<file path="config.mk">
export PLATFORM = sky130hd
export DESIGN_NAME = vec_addr_gen
export DESIGN_NICKNAME = d
export VERILOG_FILES = /design/src/rtl/vec_addr_gen_pkg.sv /design/src/rtl/vec_fetch_timer.sv /design/src/rtl/vec_addr_gen.sv
export SDC_FILE = /design/constraint.sdc
export NUM_CORES = 1
export LEC_CHECK = 0
export ABC_CLOCK_PERIOD_IN_PS = 3400
export BUFFER_PORTS_ARGS = -buffer_cell sky130_fd_sc_hd__buf_2
export CAP_MARGIN = 20
export CORE_ASPECT_RATIO = 0.5
export CORE_MARGIN = 2
export CORE_UTILIZATION = 40
export DETAILED_ROUTE_END_ITERATION = 8
export SLEW_MARGIN = 40
export SYNTH_ARGS = -nofsm -noshare
export SYNTH_HDL_FRONTEND = slang
export SYNTH_HIERARCHICAL = 1
export SYNTH_SLANG_ARGS = --single-unit
export TNS_END_PERCENT = 10
</file>
<file path="constraint.sdc">
create_clock -name clk -period 3.4 [get_ports clk]
set_clock_uncertainty 0.05 [all_clocks]
set_input_delay 0.68 -clock clk [delete_from_list [all_inputs] [get_ports clk]]
set_output_delay 0.68 -clock clk [all_outputs]
set_load 0.01 [all_outputs]
</file>
<file path="src/rtl/vec_addr_gen_pkg.sv">
// Shared executor definitions: TAP state encodings, vector address generator FSM states and widths.
package vec_addr_gen_pkg;

    localparam int unsigned ADR_W = 21;
    localparam int unsigned LEN_W = 24;

    typedef enum logic [3:0] {
        TAP_TLR  = 4'h0,
        TAP_RTI  = 4'h1,
        TAP_SDRS = 4'h2,
        TAP_CDR  = 4'h3,
        TAP_SIRS = 4'h4,
        TAP_CIR  = 4'h5,
        TAP_SHDR = 4'h6,
        TAP_SHIR = 4'h7,
        TAP_E1DR = 4'h8,
        TAP_E1IR = 4'h9,
        TAP_PADR = 4'hA,
        TAP_PAIR = 4'hB,
        TAP_E2DR = 4'hC,
        TAP_E2IR = 4'hD,
        TAP_UPDR = 4'hE,
        TAP_UPIR = 4'hF
    } tap_state_e;

    typedef enum logic [1:0] {
        ST_IDLE,
        ST_FETCH,
        ST_SHIFT,
        ST_DONE
    } vag_state_e;

    function automatic logic is_shift_state(input logic [3:0] s);
        return (s == TAP_SHDR) || (s == TAP_SHIR);
    endfunction

endpackage

</file>
<file path="src/rtl/vec_fetch_timer.sv">
// RAM read-wait timer: holds req_o for RD_WAIT cycles and flags the last one with sample_o.
module vec_fetch_timer #(
    parameter int unsigned RD_WAIT = 2
) (
    input  logic clk,
    input  logic reset,
    input  logic start_i,
    input  logic abort_i,
    output logic req_o,
    output logic sample_o
);

    localparam int unsigned CW = 3;

    logic          run_q, run_d;
    logic [CW-1:0] cnt_q, cnt_d;

    always_comb begin
        run_d = run_q;
        cnt_d = cnt_q;
        if (abort_i) begin
            run_d = 1'b0;
        end else if (start_i) begin
            run_d = 1'b1;
            cnt_d = CW'(RD_WAIT - 1);
        end else if (run_q) begin
            if (cnt_q == '0) begin
                run_d = 1'b0;
            end else begin
                cnt_d = cnt_q - CW'(1);
            end
        end
    end

    always_ff @(posedge clk) begin
        if (reset) begin
            run_q <= 1'b0;
            cnt_q <= '0;
        end else begin
            run_q <= run_d;
            cnt_q <= cnt_d;
        end
    end

    assign req_o    = run_q;
    assign sample_o = run_q && (cnt_q == '0);

endmodule

</file>
<file path="src/rtl/vec_addr_gen.sv">
// Vector RAM byte-address generator and TDO bit server.
// VEC_ADDR_WRAP_EN: address wraps 21'h1FFFFF->0; otherwise overflow sets err_ovf and ends the scan.
module vec_addr_gen
    import vec_addr_gen_pkg::*;
#(
    parameter int unsigned RD_WAIT = 2
) (
    input  logic             clk,
    input  logic             reset,
    input  logic [3:0]       state,
    input  logic [ADR_W-1:0] start_adr,
    input  logic [LEN_W-1:0] bit_len,
    input  logic             go,
    input  logic             shift_strb,
    input  logic [7:0]       d_mux,
    output logic [23:3]      a_ag,
    output logic             tdo_req,
    output logic             tdo_bit,
    output logic             busy,
    output logic             done,
    output logic             err_urun,
    output logic             err_ovf
);

    vag_state_e       fsm_q, fsm_d;
    logic [ADR_W-1:0] adr_q, adr_d;
    logic [LEN_W-1:0] cnt_q, cnt_d;
    logic [7:0]       byte_q, byte_d;
    logic [2:0]       sel_q, sel_d;
    logic             urun_q, urun_d;
`ifndef VEC_ADDR_WRAP_EN
    logic             ovf_q, ovf_d;
`endif

    logic tmr_start, tmr_abort, tmr_req, tmr_sample;
    logic strb_ok, abort;

    vec_fetch_timer #(
        .RD_WAIT(RD_WAIT)
    ) u_timer (
        .clk     (clk),
        .reset   (reset),
        .start_i (tmr_start),
        .abort_i (tmr_abort),
        .req_o   (tmr_req),
        .sample_o(tmr_sample)
    );

    assign strb_ok = shift_strb && is_shift_state(state);
    assign abort   = (state == TAP_TLR);

    always_comb begin
        fsm_d     = fsm_q;
        adr_d     = adr_q;
        cnt_d     = cnt_q;
        byte_d    = byte_q;
        sel_d     = sel_q;
        urun_d    = urun_q;
`ifndef VEC_ADDR_WRAP_EN
        ovf_d     = ovf_q;
`endif
        tmr_start = 1'b0;
        tmr_abort = 1'b0;

        unique case (fsm_q)
            ST_IDLE: begin
                if (go) begin
                    adr_d     = start_adr;
                    cnt_d     = bit_len;
                    urun_d    = 1'b0;
`ifndef VEC_ADDR_WRAP_EN
                    ovf_d     = 1'b0;
`endif
                    tmr_start = 1'b1;
                    fsm_d     = ST_FETCH;
                end
            end
            ST_FETCH: begin
                if (abort) begin
                    tmr_abort = 1'b1;
                    fsm_d     = ST_IDLE;
                end else begin
                    // A strobe here is lost: flag it but leave the bit counter alone.
                    if (shift_strb) begin
                        urun_d = 1'b1;
                    end
                    if (tmr_sample) begin
                        byte_d = d_mux;
                        sel_d  = '0;
                        fsm_d  = ST_SHIFT;
                    end
                end
            end
            ST_SHIFT: begin
                if (abort) begin
                    fsm_d = ST_IDLE;
                end else if (strb_ok) begin
                    cnt_d = cnt_q - LEN_W'(1);
                    sel_d = sel_q + 3'd1;
                    if (cnt_q == LEN_W'(1)) begin
                        fsm_d = ST_DONE;
                    end else if (sel_q == 3'd7) begin
`ifdef VEC_ADDR_WRAP_EN
                        adr_d     = adr_q + ADR_W'(1);
                        tmr_start = 1'b1;
                        fsm_d     = ST_FETCH;
`else
                        if (adr_q == '1) begin
                            ovf_d = 1'b1;
                            fsm_d = ST_DONE;
                        end else begin
                            adr_d     = adr_q + ADR_W'(1);
                            tmr_start = 1'b1;
                            fsm_d     = ST_FETCH;
                        end
`endif
                    end
                end
            end
            ST_DONE: begin
                fsm_d = ST_IDLE;
            end
            default: begin
                fsm_d = ST_IDLE;
            end
        endcase
    end

    always_ff @(posedge clk) begin
        if (reset) begin
            fsm_q  <= ST_IDLE;
            adr_q  <= '0;
            cnt_q  <= '0;
            byte_q <= '0;
            sel_q  <= '0;
            urun_q <= 1'b0;
`ifndef VEC_ADDR_WRAP_EN
            ovf_q  <= 1'b0;
`endif
        end else begin
            fsm_q  <= fsm_d;
            adr_q  <= adr_d;
            cnt_q  <= cnt_d;
            byte_q <= byte_d;
            sel_q  <= sel_d;
            urun_q <= urun_d;
`ifndef VEC_ADDR_WRAP_EN
            ovf_q  <= ovf_d;
`endif
        end
    end

    assign a_ag     = adr_q;
    assign tdo_req  = tmr_req;
    assign tdo_bit  = byte_q[sel_q];
    assign busy     = (fsm_q != ST_IDLE);
    assign done     = (fsm_q == ST_DONE);
    assign err_urun = urun_q;
`ifdef VEC_ADDR_WRAP_EN
    assign err_ovf  = 1'b0;
`else
    assign err_ovf  = ovf_q;
`endif

endmodule

</file>
==> impl_summary.log, run 1 <==
[metrics] area enclosed by the die boundary: ~10000 um^2
[metrics] register area: 1280 um^2
[metrics] number of buffers added by the clock tree synthesis step: 9
[metrics] cell count after synthesis: 506
[metrics] combined area of the multi-input logic cells: around 2400 um^2
[metrics] initial drt markers: slightly below 300
[metrics] maximum clock frequency: approximately 350 MHz
[metrics] type of origin of the critical path: flop
[metrics] number of maximum-capacitance constraint violations: 0
[metrics] switching fraction of total power: a little under a third
[metrics] count of input and output buffers: 87
[metrics] filler cell count: slightly below 1000
[metrics] global routing usage summed across all routing layers: 22.3%
[metrics] number of distinct library cells after synthesis: 65
[metrics] Post-Layout Inst Area: approximately 4700 um^2
[metrics] die extent in y: between 70 and 80 um
[metrics] share of total power in combinational logic: 23.4%
[metrics] ordered cell list for the critical path: or4_1 > nor4_4 > a32o_2 > o21a_4 > inv_2 > nor4b_4 > a21oi_1 > o21a_1
[metrics] number of vias per cell after detailed routing: 5.75
[metrics] final worst path period share: a little over four fifths
[metrics] number of remaining DRC errors: 0
[metrics] unrepaired setup endpoints after global routing: no
[metrics] diode insertion count for antenna repair: 0
[metrics] Async SR Flop Fraction: 0%
[metrics] clock sink total: 64
[metrics] final cell utilization of the core: between 50% and 60%
[metrics] Worst-Skew Late Latency: between 300 and 400 ps
[metrics] WL final: 11400 um
[metrics] Worst Path Max Fanout: 25
[metrics] kind of cell with the highest combined delay on the critical path: simple AND/OR/NAND/NOR gates
[metrics] area of the core: around 9400 um^2
[metrics] number of top-level pins: 88
[metrics] post-CTS setup buffer count: 0
[metrics] Net Sw Power: 819 uW
[metrics] Longest Clk Path Bufs: 2
[metrics] number of iterations in the first detailed-routing pass: 5
[metrics] setup violators final: 0
[metrics] synthesized net count: 574
[metrics] Largest stage delay, worst path: roughly 700 ps
[metrics] post-detailed-placement cell area: between 4000 and 5000 um^2
[metrics] first-pass GRT wire length: between 15000 and 20000 um
[metrics] number of slew-limit violations in the final report: 0
[metrics] Avg Cell Area, Syn: approximately 7.6 um^2
[metrics] worst setup path category: reg -> reg
[metrics] cts-stage hold buffer count: 0
[metrics] sequential share of the synthesized area: 33.4%
[metrics] type of element capturing the critical path: flop
[metrics] Buffers & Inverters on Critical Path: 1
[metrics] worst min-delay path class: reg -> reg
[metrics] maximum level of the CTS H-tree: 3
[metrics] vias in the first global route: about 3600
[metrics] static leakage power: around 1.9 nW
[metrics] register share of total power: a little under two fifths
[metrics] clock root cell: sky130_fd_sc_hd__clkbuf_16
[metrics] clock-pin transition on the worst setup and hold timing paths: ~60 ps
[metrics] power density normalized to cell area: 546 nW/um^2
[metrics] layout cells sized above 1: 22.4%
[metrics] sum of negative setup slack: 0 ps
[metrics] post-cts gate resize count: 0
[metrics] flop-to-flop setup slack: a little over 500 ps
[metrics] maximum number of pins on one net before global-route repair: about 60
[metrics] dpl hpwl: about 7900 um
[metrics] effective utilization at floorplan: around two fifths
[metrics] transition time of the tightest slew-check pin: approximately 780 ps
[metrics] number of antenna violations at the first check in global routing: 0
[metrics] Die Span X: roughly 140 um
[metrics] data arrival time at the worst-slack endpoint: between 3000 and 4000 ps
[metrics] detailed-route via count: roughly 4100
[metrics] count of flip-flops with a built-in enable after synthesis: 0
[metrics] number of warning messages in the yosys log: 6
[metrics] Peak VDD IR: 0.258 mV
[metrics] final hold violation count: 0
[metrics] final layout net count: 651
[metrics] cell internal pwr: roughly 1.7 mW
[metrics] area of the mapped netlist: around 3800 um^2
[metrics] tightest slew margin relative to the limit: 48.3%
[metrics] final global-route overflow total: 0
[metrics] TritonCTS clock tree: done
[metrics] master of the slowest instance on the critical path: sky130_fd_sc_hd__or4_1
[metrics] cell row count: 25
[metrics] final weighted congestion of routability-driven global placement: around 0.84
[metrics] share of power burned in the clock network: slightly below 40%
[metrics] data required time at the worst endpoint: around 3600 ps
[metrics] prevailing post-synth register cell: sky130_fd_sc_hd__dfxtp_1
[metrics] Layout Area Growth over Synthesis: 22.5%
[metrics] flip-flop and latch count after synthesis: 64
[metrics] run status: complete, no violations
[metrics] number of nets still failing antenna checks after routing: 0
[metrics] shortest clock period the worst path allows after layout: about 2900 ps
[metrics] average detailed-routed wire length per instance: 16.0 um
==> power by group through the flow <==
stage	Clock, mW	Combinational, mW	Sequential (mW)
2_1_floorplan	0	0.421	0.944
3_3_place_gp	0	0.590	0.962
3_5_place_dp	0	0.593	0.965
4_1_cts	1.03	0.597	0.949
5_1_grt	1.06	0.669	0.968
6_report	1.01	0.599	0.951
==> through the flow <==
| stage | setup WS (ps) | hold WS (ps) | instances | total power [mW] |
|---|---|---|---|---|
| floorplan | 846 | 405 | 506 | 1.37 |
| global placement | 601 | 421 | 693 | 1.55 |
| detailed placement | 567 | 434 | 693 | 1.56 |
| CTS | 545 | 444 | 709 | 2.58 |
| global route | 294 | 463 | 709 | 2.69 |
| finish | 517 | 441 | 709 | 2.56 |
==> synthesized netlist by cell type, types with 3 or more instances <==
cell	count	area share, %
sky130_fd_sc_hd__dfxtp_1	64	33
sky130_fd_sc_hd__nor2_1	61	6.0
sky130_fd_sc_hd__nand2_1	58	5.7
sky130_fd_sc_hd__a21oi_1	48	6.3
sky130_fd_sc_hd__o21ai_0	30	3.9
sky130_fd_sc_hd__clkbuf_1	25	2.4
sky130_fd_sc_hd__nand3_1	21	2.7
sky130_fd_sc_hd__a31oi_1	17	2.8
sky130_fd_sc_hd__inv_1	16	1.6
sky130_fd_sc_hd__nor3_1	13	1.7
sky130_fd_sc_hd__mux2i_1	8	2.1
sky130_fd_sc_hd__nand4_1	8	1.3
sky130_fd_sc_hd__ha_1	7	2.3
sky130_fd_sc_hd__o22ai_1	7	1.1
sky130_fd_sc_hd__a211oi_1	6	1.2
sky130_fd_sc_hd__and2_1	6	0.98
sky130_fd_sc_hd__nand2b_1	6	0.98
sky130_fd_sc_hd__o32ai_1	6	1.4
sky130_fd_sc_hd__a32oi_1	5	1.1
sky130_fd_sc_hd__and3_1	5	0.82
sky130_fd_sc_hd__nor4_1	5	0.82
sky130_fd_sc_hd__o211ai_1	5	0.98
sky130_fd_sc_hd__or4_1	5	0.98
sky130_fd_sc_hd__nand4b_1	4	0.91
sky130_fd_sc_hd__nor2b_1	4	0.65
sky130_fd_sc_hd__a21o_1	3	0.59
sky130_fd_sc_hd__a221oi_1	3	0.69
sky130_fd_sc_hd__and4_1	3	0.69
sky130_fd_sc_hd__o21a_1	3	0.59
sky130_fd_sc_hd__o31ai_1	3	0.59
sky130_fd_sc_hd__o41ai_1	3	0.69
sky130_fd_sc_hd__xor2_1	3	0.69
==> placed cells by master (no fill, tap or decap), types with 6 or more instances in the layout <==
cell | synthesis | layout
sky130_fd_sc_hd__nand2_1 | 58 | 58
sky130_fd_sc_hd__o21ai_0 | 30 | 30
sky130_fd_sc_hd__o32ai_1 | 6 | 6
sky130_fd_sc_hd__nand4_1 | 8 | 8
sky130_fd_sc_hd__a211oi_1 | 6 | 6
sky130_fd_sc_hd__nor3_1 | 13 | 13
sky130_fd_sc_hd__nand3_1 | 21 | 21
sky130_fd_sc_hd__nor2_1 | 61 | 60
sky130_fd_sc_hd__a21oi_1 | 48 | 48
sky130_fd_sc_hd__mux2i_1 | 8 | 8
sky130_fd_sc_hd__clkbuf_16 | 0 | 9
sky130_fd_sc_hd__o22ai_1 | 7 | 7
sky130_fd_sc_hd__dfxtp_1 | 64 | 64
sky130_fd_sc_hd__buf_2 | 2 | 87
sky130_fd_sc_hd__buf_4 | 2 | 12
sky130_fd_sc_hd__a31oi_1 | 17 | 17
sky130_fd_sc_hd__and2_1 | 6 | 6
sky130_fd_sc_hd__ha_1 | 7 | 7
sky130_fd_sc_hd__inv_1 | 16 | 16
==> worst register-to-register path, cell delays in order, from the launching register on <==
cell	delay, ps
sky130_fd_sc_hd__dfxtp_1	360
sky130_fd_sc_hd__or4_1	680
sky130_fd_sc_hd__nor4_4	260
sky130_fd_sc_hd__a32o_2	280
sky130_fd_sc_hd__o21a_4	320
sky130_fd_sc_hd__inv_2	230
sky130_fd_sc_hd__nor4b_4	380
sky130_fd_sc_hd__a21oi_1	110
sky130_fd_sc_hd__o21a_1	110
==> flip-flops by register name, indices dropped and copies added, names as in the netlist <==
name / flops
u_timer/req_o: 1
cnt_q: 24
sel_q: 3
byte_q: 8
err_urun: 1
a_ag: 21
err_ovf: 1
u_timer/cnt_q: 3
fsm_q: 2
==> metal layers <==
layer / wire length [um] / up-vias / GRT usage [%]
met3: 732 / 11 / 5.45
met2: 4730 / 145 / 33.7
li1: - / 2034 / -
met4: 108 / 0 / 5.61
met1: 5790 / 1884 / 31.9
met5: 0 / - / 0
==> final cells by class <==
type,count,area share [%]
Sequential cell,64,27.3
Clock buffer,11,5.17
Timing Repair Buffer,99,11.2
Inverter,17,1.36
Tap cell,121,3.22
Clock inverter,5,1.71
Multi-Input combinational cell,392,50.1
==> worst paths after layout <==
check                              start                       endpoint  depth (start not counted)
hold / removal     cnt_q[7]$_SDFFE_PP0P_          cnt_q[7]$_SDFFE_PP0P_                          2
hold reg to reg    cnt_q[7]$_SDFFE_PP0P_          cnt_q[7]$_SDFFE_PP0P_                          2
setup reg to reg  cnt_q[16]$_SDFFE_PP0P_  u_timer/cnt_q[0]$_SDFFE_PP0P_                          8
setup / recovery  cnt_q[16]$_SDFFE_PP0P_  u_timer/cnt_q[0]$_SDFFE_PP0P_                          8
==> cells by family (layout without fill, tap and decap cells) <==
| logic type | count (synthesis) | count (layout) | synth area share (%) |
|---|---|---|---|
| flip-flops | 64 | 64 | 33.4 |
| AO/OA/AOI/OAI | 160 | 160 | 27.2 |
| adder cells (fa/ha/maj) | 7 | 7 | 2.28 |
| multiplexers | 11 | 11 | 3.56 |
| AND/OR/NAND/NOR | 210 | 210 | 27.2 |
| XOR/XNOR | 4 | 4 | 0.914 |
| buffers and inverters | 50 | 132 | 5.38 |
No activity file was read; power rests on OpenSTA's default activity.
==> run 2, diff against run 1 <==
ABC_CLOCK_PERIOD_IN_PS = 2860   (was 3400)
clock period = 2.86 ns   (was 3.4 ns; I/O delays follow)
==> impl_summary.log, run 2 (same netlist as run 1, synthesis figures left out) <==
[metrics] run status: complete, no violations
[metrics] instance count along the most critical hold path: 3
[metrics] maximum clock frequency: 385 MHz
[metrics] average detailed-routed wire length per instance: roughly 16 um
[metrics] count of input and output buffers: 87
[metrics] cell row count: 25
[metrics] post-cts gate resize count: 0
[metrics] type of element capturing the critical path: flop
[metrics] diode insertion count for antenna repair: 0
[metrics] power density normalized to cell area: between 600 and 700 nW/um^2
[metrics] final hold violation count: 0
[metrics] static leakage power: about 2.0 nW
[metrics] number of vias per cell after detailed routing: 5.76
[metrics] Worst-Skew Late Latency: 340 ps
[metrics] flop-to-flop setup slack: between 200 and 300 ps
[metrics] sum of negative setup slack: 0 ps
[metrics] maximum number of pins on one net before global-route repair: 59
[metrics] number of antenna violations at the first check in global routing: 0
[metrics] data required time at the worst endpoint: between 3000 and 4000 ps
[metrics] number of maximum-capacitance constraint violations: 0
[metrics] dpl hpwl: roughly 7900 um
[metrics] Peak VDD IR: around 0.32 mV
[metrics] clock-pin transition on the worst setup and hold timing paths: approximately 50 ps
[metrics] type of origin of the critical path: flop
[metrics] commonest non-fill, non-tap cells in the layout: sky130_fd_sc_hd__buf_2, sky130_fd_sc_hd__dfxtp_1, sky130_fd_sc_hd__nor2_1
[metrics] number of nets still failing antenna checks after routing: 0
[metrics] post-route setup slack: between 200 and 300 ps
[metrics] final cell utilization of the core: between 50% and 60%
[metrics] Layout Area Growth over Synthesis: 24.8%
[metrics] Most flops, register: cnt_q
[metrics] area enclosed by the die boundary: approximately 10000 um^2
[metrics] cts-stage hold buffer count: 0
[metrics] Worst Path Max Fanout: 15
[metrics] Longest Clk Path Bufs: 2
[metrics] number of iterations in the first detailed-routing pass: 5
[metrics] most common cell after layout, fill and taps aside: sky130_fd_sc_hd__buf_2
[metrics] final worst path period share: 90.8%
[metrics] final global-route overflow total: 0
[metrics] final weighted congestion of routability-driven global placement: between 0.8 and 0.9
[metrics] R2R depth: 8
[metrics] number of slew-limit violations in the final report: 0
[metrics] shortest clock period the worst path allows after layout: 2600 ps
[metrics] vias in the first global route: between 3000 and 4000
[metrics] effective utilization at floorplan: ~40%
[metrics] area of the core: approximately 9400 um^2
[metrics] tightest slew margin relative to the limit: between 60% and 70%
[metrics] flip-flop count of the largest register after layout: 24
[metrics] maximum level of the CTS H-tree: 3
[metrics] setup violators final: 0
[metrics] post-CTS setup buffer count: 0
[metrics] WHS Endpoint: byte_q[6]$_SDFFE_PP0P_
[metrics] worst reg2reg path startpoint: cnt_q[16]$_SDFFE_PP0P_
[metrics] initial drt markers: 289
[metrics] worst setup path category: reg -> reg
[metrics] total power consumption of the routed design: between 3 and 4 mW
[metrics] worst setup slack after placement: 270 ps
[metrics] number of top-level pins: 88
[metrics] WL final: approximately 11000 um
[metrics] unrepaired setup endpoints after global routing: no
[metrics] launch point of the worst path: cnt_q[16]$_SDFFE_PP0P_
[metrics] clock root cell: sky130_fd_sc_hd__clkbuf_16
[metrics] die extent in y: ~73 um
[metrics] final layout net count: roughly 660
[metrics] data arrival time at the worst-slack endpoint: ~2800 ps
[metrics] transition time of the tightest slew-check pin: ~590 ps
[metrics] clock sink total: 64
[metrics] number of remaining DRC errors: 0
[metrics] worst min-delay path class: in -> reg
[metrics] capture instance of the worst register-to-register path: u_timer/cnt_q[0]$_SDFFE_PP0P_
[metrics] Die Span X: about 140 um
[metrics] number of buffers added by the clock tree synthesis step: 9
[metrics] first-pass GRT wire length: around 19000 um
[metrics] global routing usage summed across all routing layers: 22.8%
[metrics] start point of the worst min-delay path: d_mux[6]
[metrics] TritonCTS clock tree: done
[metrics] layout cells sized above 1: a little under a quarter
[metrics] detailed-route via count: 4115
run 2: cell count changes in the layout (fill, tap and decap cells not counted):
cell,previous run,this run
sky130_fd_sc_hd__buf_12,0,1
sky130_fd_sc_hd__buf_4,12,17
sky130_fd_sc_hd__bufinv_16,2,3
sky130_fd_sc_hd__clkbuf_1,1,0
sky130_fd_sc_hd__clkbuf_8,1,2
sky130_fd_sc_hd__clkinvlp_4,2,1
run 2: how the worst max path moves through the flow:
stage                                     to  slack, ps  cells past startpoint
2_1_floorplan  u_timer/cnt_q[0]$_SDFFE_PP0P_        310                     10
3_3_place_gp   u_timer/cnt_q[0]$_SDFFE_PP0P_        340                      8
3_5_place_dp   u_timer/cnt_q[0]$_SDFFE_PP0P_        270                      8
4_1_cts        u_timer/cnt_q[0]$_SDFFE_PP0P_        260                      8
5_1_grt        u_timer/cnt_q[0]$_SDFFE_PP0P_        130                     10
6_report       u_timer/cnt_q[0]$_SDFFE_PP0P_        260                      8
run 2: final cells by class:
cell class	instances	area (um^2)
fill	977	4600
multi-input combinational	392	2350
sequential	64	1280
timing repair buffer	105	583
clock buffer	11	253
tap	121	151
clock inverter	5	103
inverter	17	63.8
run 2: where the power goes:
| part | switching, mW | internal [mW] | total (mW) |
|---|---|---|---|
| Combinational | 0.431 | 0.309 | 0.740 |
| Sequential | 0.132 | 0.995 | 1.13 |
| Clock | 0.412 | 0.897 | 1.31 |
| Total | 0.975 | 2.20 | 3.18 |
run 2: through the flow:
stage	instance area (um^2)	cells	hold WS [ps]
finish	4790	715	415
global route	4790	715	420
CTS	4790	715	406
detailed placement	4430	699	426
global placement	4430	699	424
floorplan	3830	506	405
run 2: critical path, stage by stage, from the launching register on:
cell and delay [ps]:
sky130_fd_sc_hd__dfxtp_1 360, sky130_fd_sc_hd__or4_1 680, sky130_fd_sc_hd__nor4_4 260, sky130_fd_sc_hd__a32o_2 290, sky130_fd_sc_hd__o21a_4 140, sky130_fd_sc_hd__inv_2 140, sky130_fd_sc_hd__nor4b_4 350, sky130_fd_sc_hd__a21oi_1 110
sky130_fd_sc_hd__o21a_1 110
run 2: metal layers:
layer | track usage (%) | routed length [um]
met5 | 0 | 0
met1 | 32.6 | 5720
met4 | 5.72 | 106
met2 | 34.6 | 4780
met3 | 5.38 | 795
==> run 3, diff against run 2 <==
SYNTH_HIERARCHICAL = not set   (was 1)
==> impl_summary.log, run 3 <==
[metrics] number of antenna violations at the first check in global routing: 0
[metrics] setup violators final: 0
[metrics] number of remaining DRC errors: 0
[metrics] termination of the worst setup path: cnt_q[22]$_SDFFE_PP0P_
[metrics] static leakage power: between 1.5 and 2 nW
[metrics] clock sink total: 64
[metrics] R2R depth: 7
[metrics] leading post-synthesis cells by cell area: sky130_fd_sc_hd__dfxtp_1, sky130_fd_sc_hd__nor2_1, sky130_fd_sc_hd__nand2_1
[metrics] area of the core: 9480 um^2
[metrics] worst min-delay path class: in -> reg
[metrics] most common cell after layout, fill and taps aside: sky130_fd_sc_hd__buf_2
[metrics] data required time at the worst endpoint: approximately 3000 ps
[metrics] Avg Cell Area, Syn: 7.80 um^2
[metrics] number of distinct library cells after synthesis: 65
[metrics] tightest slew margin relative to the limit: 55.5%
[metrics] total power consumption of the routed design: between 2 and 3 mW
[metrics] largest family of logic cells by synthesized area: compound AO/OA/AOI/OAI gates
[metrics] cell count after synthesis: slightly above 500
[metrics] flop-to-flop setup slack: between 400 and 500 ps
[metrics] multiplexer share of the synthesized area: under 10%
[metrics] power density normalized to cell area: roughly 550 nW/um^2
[metrics] dpl hpwl: slightly above 8000 um
[metrics] transition time of the tightest slew-check pin: about 660 ps
[metrics] number of buffers added by the clock tree synthesis step: 9
[metrics] sequential share of the synthesized area: around 33%
[metrics] clock root cell: sky130_fd_sc_hd__clkbuf_16
[metrics] post-route setup slack: ~440 ps
[metrics] layout cells sized above 1: roughly 25%
[metrics] die extent in y: 74.0 um
[metrics] diode insertion count for antenna repair: 0
[metrics] post-CTS setup buffer count: 0
[metrics] detailed-route via count: 4221
[metrics] final global-route overflow total: 0
[metrics] instance count along the most critical hold path: 3
[metrics] unrepaired setup endpoints after global routing: no
[metrics] number of maximum-capacitance constraint violations: 0
[metrics] clock-pin transition on the worst setup and hold timing paths: approximately 60 ps
[metrics] cell row count: 25
[metrics] Post-Layout Inst Area: 4840 um^2
[metrics] prevailing post-synth register cell: sky130_fd_sc_hd__dfxtp_1
[metrics] sum of negative setup slack: 0 ps
[metrics] number of top-level pins: 88
[metrics] most instantiated cells after synthesis: sky130_fd_sc_hd__dfxtp_1, sky130_fd_sc_hd__nor2_1, sky130_fd_sc_hd__nand2_1
[metrics] count of flip-flops with a built-in enable after synthesis: 0
[metrics] type of element capturing the critical path: flop
[metrics] count of input and output buffers: 87
[metrics] average detailed-routed wire length per instance: 16.4 um
[metrics] number of slew-limit violations in the final report: 0
[metrics] ordered cell list for the critical path: inv_1 > ha_1 > nor3b_2 > nand2_2 > nor3_1 > mux2_2 > a2111oi_0
[metrics] type of origin of the critical path: flop
[metrics] flip-flop count of the largest register after layout: 24
[metrics] Layout Area Growth over Synthesis: 23.3%
[metrics] Peak VDD IR: 0.314 mV
[metrics] Compound-Gate Fraction of Synth Area: between 20% and 30%
[metrics] flip-flop and latch count after synthesis: 64
[metrics] maximum level of the CTS H-tree: 3
[metrics] Worst-Skew Late Latency: ~340 ps
[metrics] area of the mapped netlist: roughly 4000 um^2
[metrics] final weighted congestion of routability-driven global placement: 0.788
[metrics] global routing usage summed across all routing layers: 23.3%
[metrics] Most flops, register: cnt_q
[metrics] launch point of the worst path: cnt_q[0]$_SDFFE_PP0P_
[metrics] final worst path period share: between 80 and 90%
[metrics] Worst Path Max Fanout: 10
[metrics] Die Span X: approximately 140 um
[metrics] filler cell count: about 950
[metrics] arithmetic-cell share of the synthesized area counting full adders, half adders and majority gates: under 10%
[metrics] final hold violation count: 0
[metrics] maximum clock frequency: slightly above 400 MHz
[metrics] worst setup slack after placement: around 450 ps
[metrics] number of vias per cell after detailed routing: 5.83
[metrics] Longest Clk Path Bufs: 2
[metrics] number of iterations in the first detailed-routing pass: 4
[metrics] WL final: 11900 um
[metrics] share of synthesized cell area in and, or, nand and nor gates: roughly a quarter
[metrics] TritonCTS clock tree: done
[metrics] data arrival time at the worst-slack endpoint: around 2600 ps
[metrics] capture instance of the worst register-to-register path: cnt_q[22]$_SDFFE_PP0P_
[metrics] Largest stage delay, worst path: roughly 400 ps
[metrics] synthesized net count: approximately 570
[metrics] most frequent cell after synthesis: sky130_fd_sc_hd__dfxtp_1
[metrics] area share of the largest cell type after synthesis: 32.6%
[metrics] master of the slowest instance on the critical path: sky130_fd_sc_hd__nor3b_2
[metrics] worst setup path category: reg -> reg
[metrics] cts-stage hold buffer count: 0
[metrics] placed cell count: about 710
[metrics] post-cts gate resize count: 0
[metrics] maximum number of pins on one net before global-route repair: between 50 and 60
[metrics] effective utilization at floorplan: a little over 40%
[metrics] commonest non-fill, non-tap cells in the layout: sky130_fd_sc_hd__buf_2, sky130_fd_sc_hd__dfxtp_1, sky130_fd_sc_hd__nor2_1, sky130_fd_sc_hd__nand2_1, sky130_fd_sc_hd__a21oi_1
[metrics] vias in the first global route: around 3800
[metrics] number of warning messages in the yosys log: 0
[metrics] area enclosed by the die boundary: ~11000 um^2
[metrics] first-pass GRT wire length: ~20000 um
[metrics] post-layout instance count excluding filler cells: just over 700
[metrics] final layout net count: approximately 650
[metrics] Async SR Flop Fraction: 0%
[metrics] shortest clock period the worst path allows after layout: about 2400 ps
[metrics] top cell type by total area after synthesis: sky130_fd_sc_hd__dfxtp_1
[metrics] worst reg2reg path startpoint: cnt_q[0]$_SDFFE_PP0P_
[metrics] initial drt markers: ~370
[metrics] post-detailed-placement cell area: roughly 4500 um^2
[metrics] Post-Synth XOR/XNOR Area: 0.223%
[metrics] run status: complete, no violations
[metrics] number of nets still failing antenna checks after routing: 0
==> run 3: changes by cell type after synthesis, sizes merged, moves of 6 or more <==
cell and delta:
o311ai +8, nor2 -9, a21oi -10, a31oi -6
nand2 -6, o31ai +15
==> run 3: logic make-up after synthesis <==
kind of cell	count (synthesis)
and+or+nand+nor	201
muxes	15
DFF	64
xor gates and xnor gates	1
buffers and inverters	48
AOI/OAI and AO/OA	167
adders and majority gates	7
==> run 3: final cells by class <==
type / count / area (um^2) / area share (%)
Sequential cell: 64 / 1280 / 26.5
Clock inverter: 5 / 55.1 / 1.14
Inverter: 12 / 45.0 / 0.931
Multi-Input combinational cell: 391 / 2460 / 50.8
Timing Repair Buffer: 106 / 578 / 11.9
Clock buffer: 11 / 253 / 5.22
Tap cell: 135 / 169 / 3.49
==> run 3: stage by stage <==
stage	hold WS, ps	utilization, %
after CTS	411	51.0
after floorplan	404	-
after global routing	427	51.1
final	416	51.1
after global placement	419	47.8
after detailed placement	417	47.8
==> run 3: layer usage <==
layer / part of all wire (%) / GRT usage (%) / vias up
li1: - / - / 2080
met1: 49 / 33.0 / 2015
met2: 44 / 36.3 / 116
met3: 5.7 / 5.73 / 10
met4: 0.82 / 5.45 / 0
met5: 0 / 0 / -
==> run 3: critical path: cells and delay by family, from the launching register on <==
kind / cells / cell delay [ps]
multiplexers: 1 / 360
adder cells (fa/ha/maj): 1 / 190
AO/OA/AOI/OAI: 1 / 340
AND/OR/NAND/NOR: 3 / 910
flip-flops: 1 / 340
buffers and inverters: 1 / 110
==> run 3: where the power goes <==
group / internal [mW] / total [mW] / switching (mW)
sequential: 0.955 / 1.04 / 0.0806
combinational: 0.206 / 0.494 / 0.288
clock: 0.718 / 1.14 / 0.417
total: 1.88 / 2.66 / 0.785
==> run 3: how the worst min path moves through the flow <==
stage                     slack [ps]                      to                   from
after floorplan                  400   sel_q[2]$_SDFFE_PP0P_  sel_q[2]$_SDFFE_PP0P_
after global placement           420    err_ovf$_SDFFE_PP0P_   err_ovf$_SDFFE_PP0P_
after detailed placement         420    err_ovf$_SDFFE_PP0P_   err_ovf$_SDFFE_PP0P_
after CTS                        410  byte_q[6]$_SDFFE_PP0P_               d_mux[6]
after global routing             430  byte_q[3]$_SDFFE_PP0P_               d_mux[3]
final                            420  byte_q[6]$_SDFFE_PP0P_               d_mux[6]
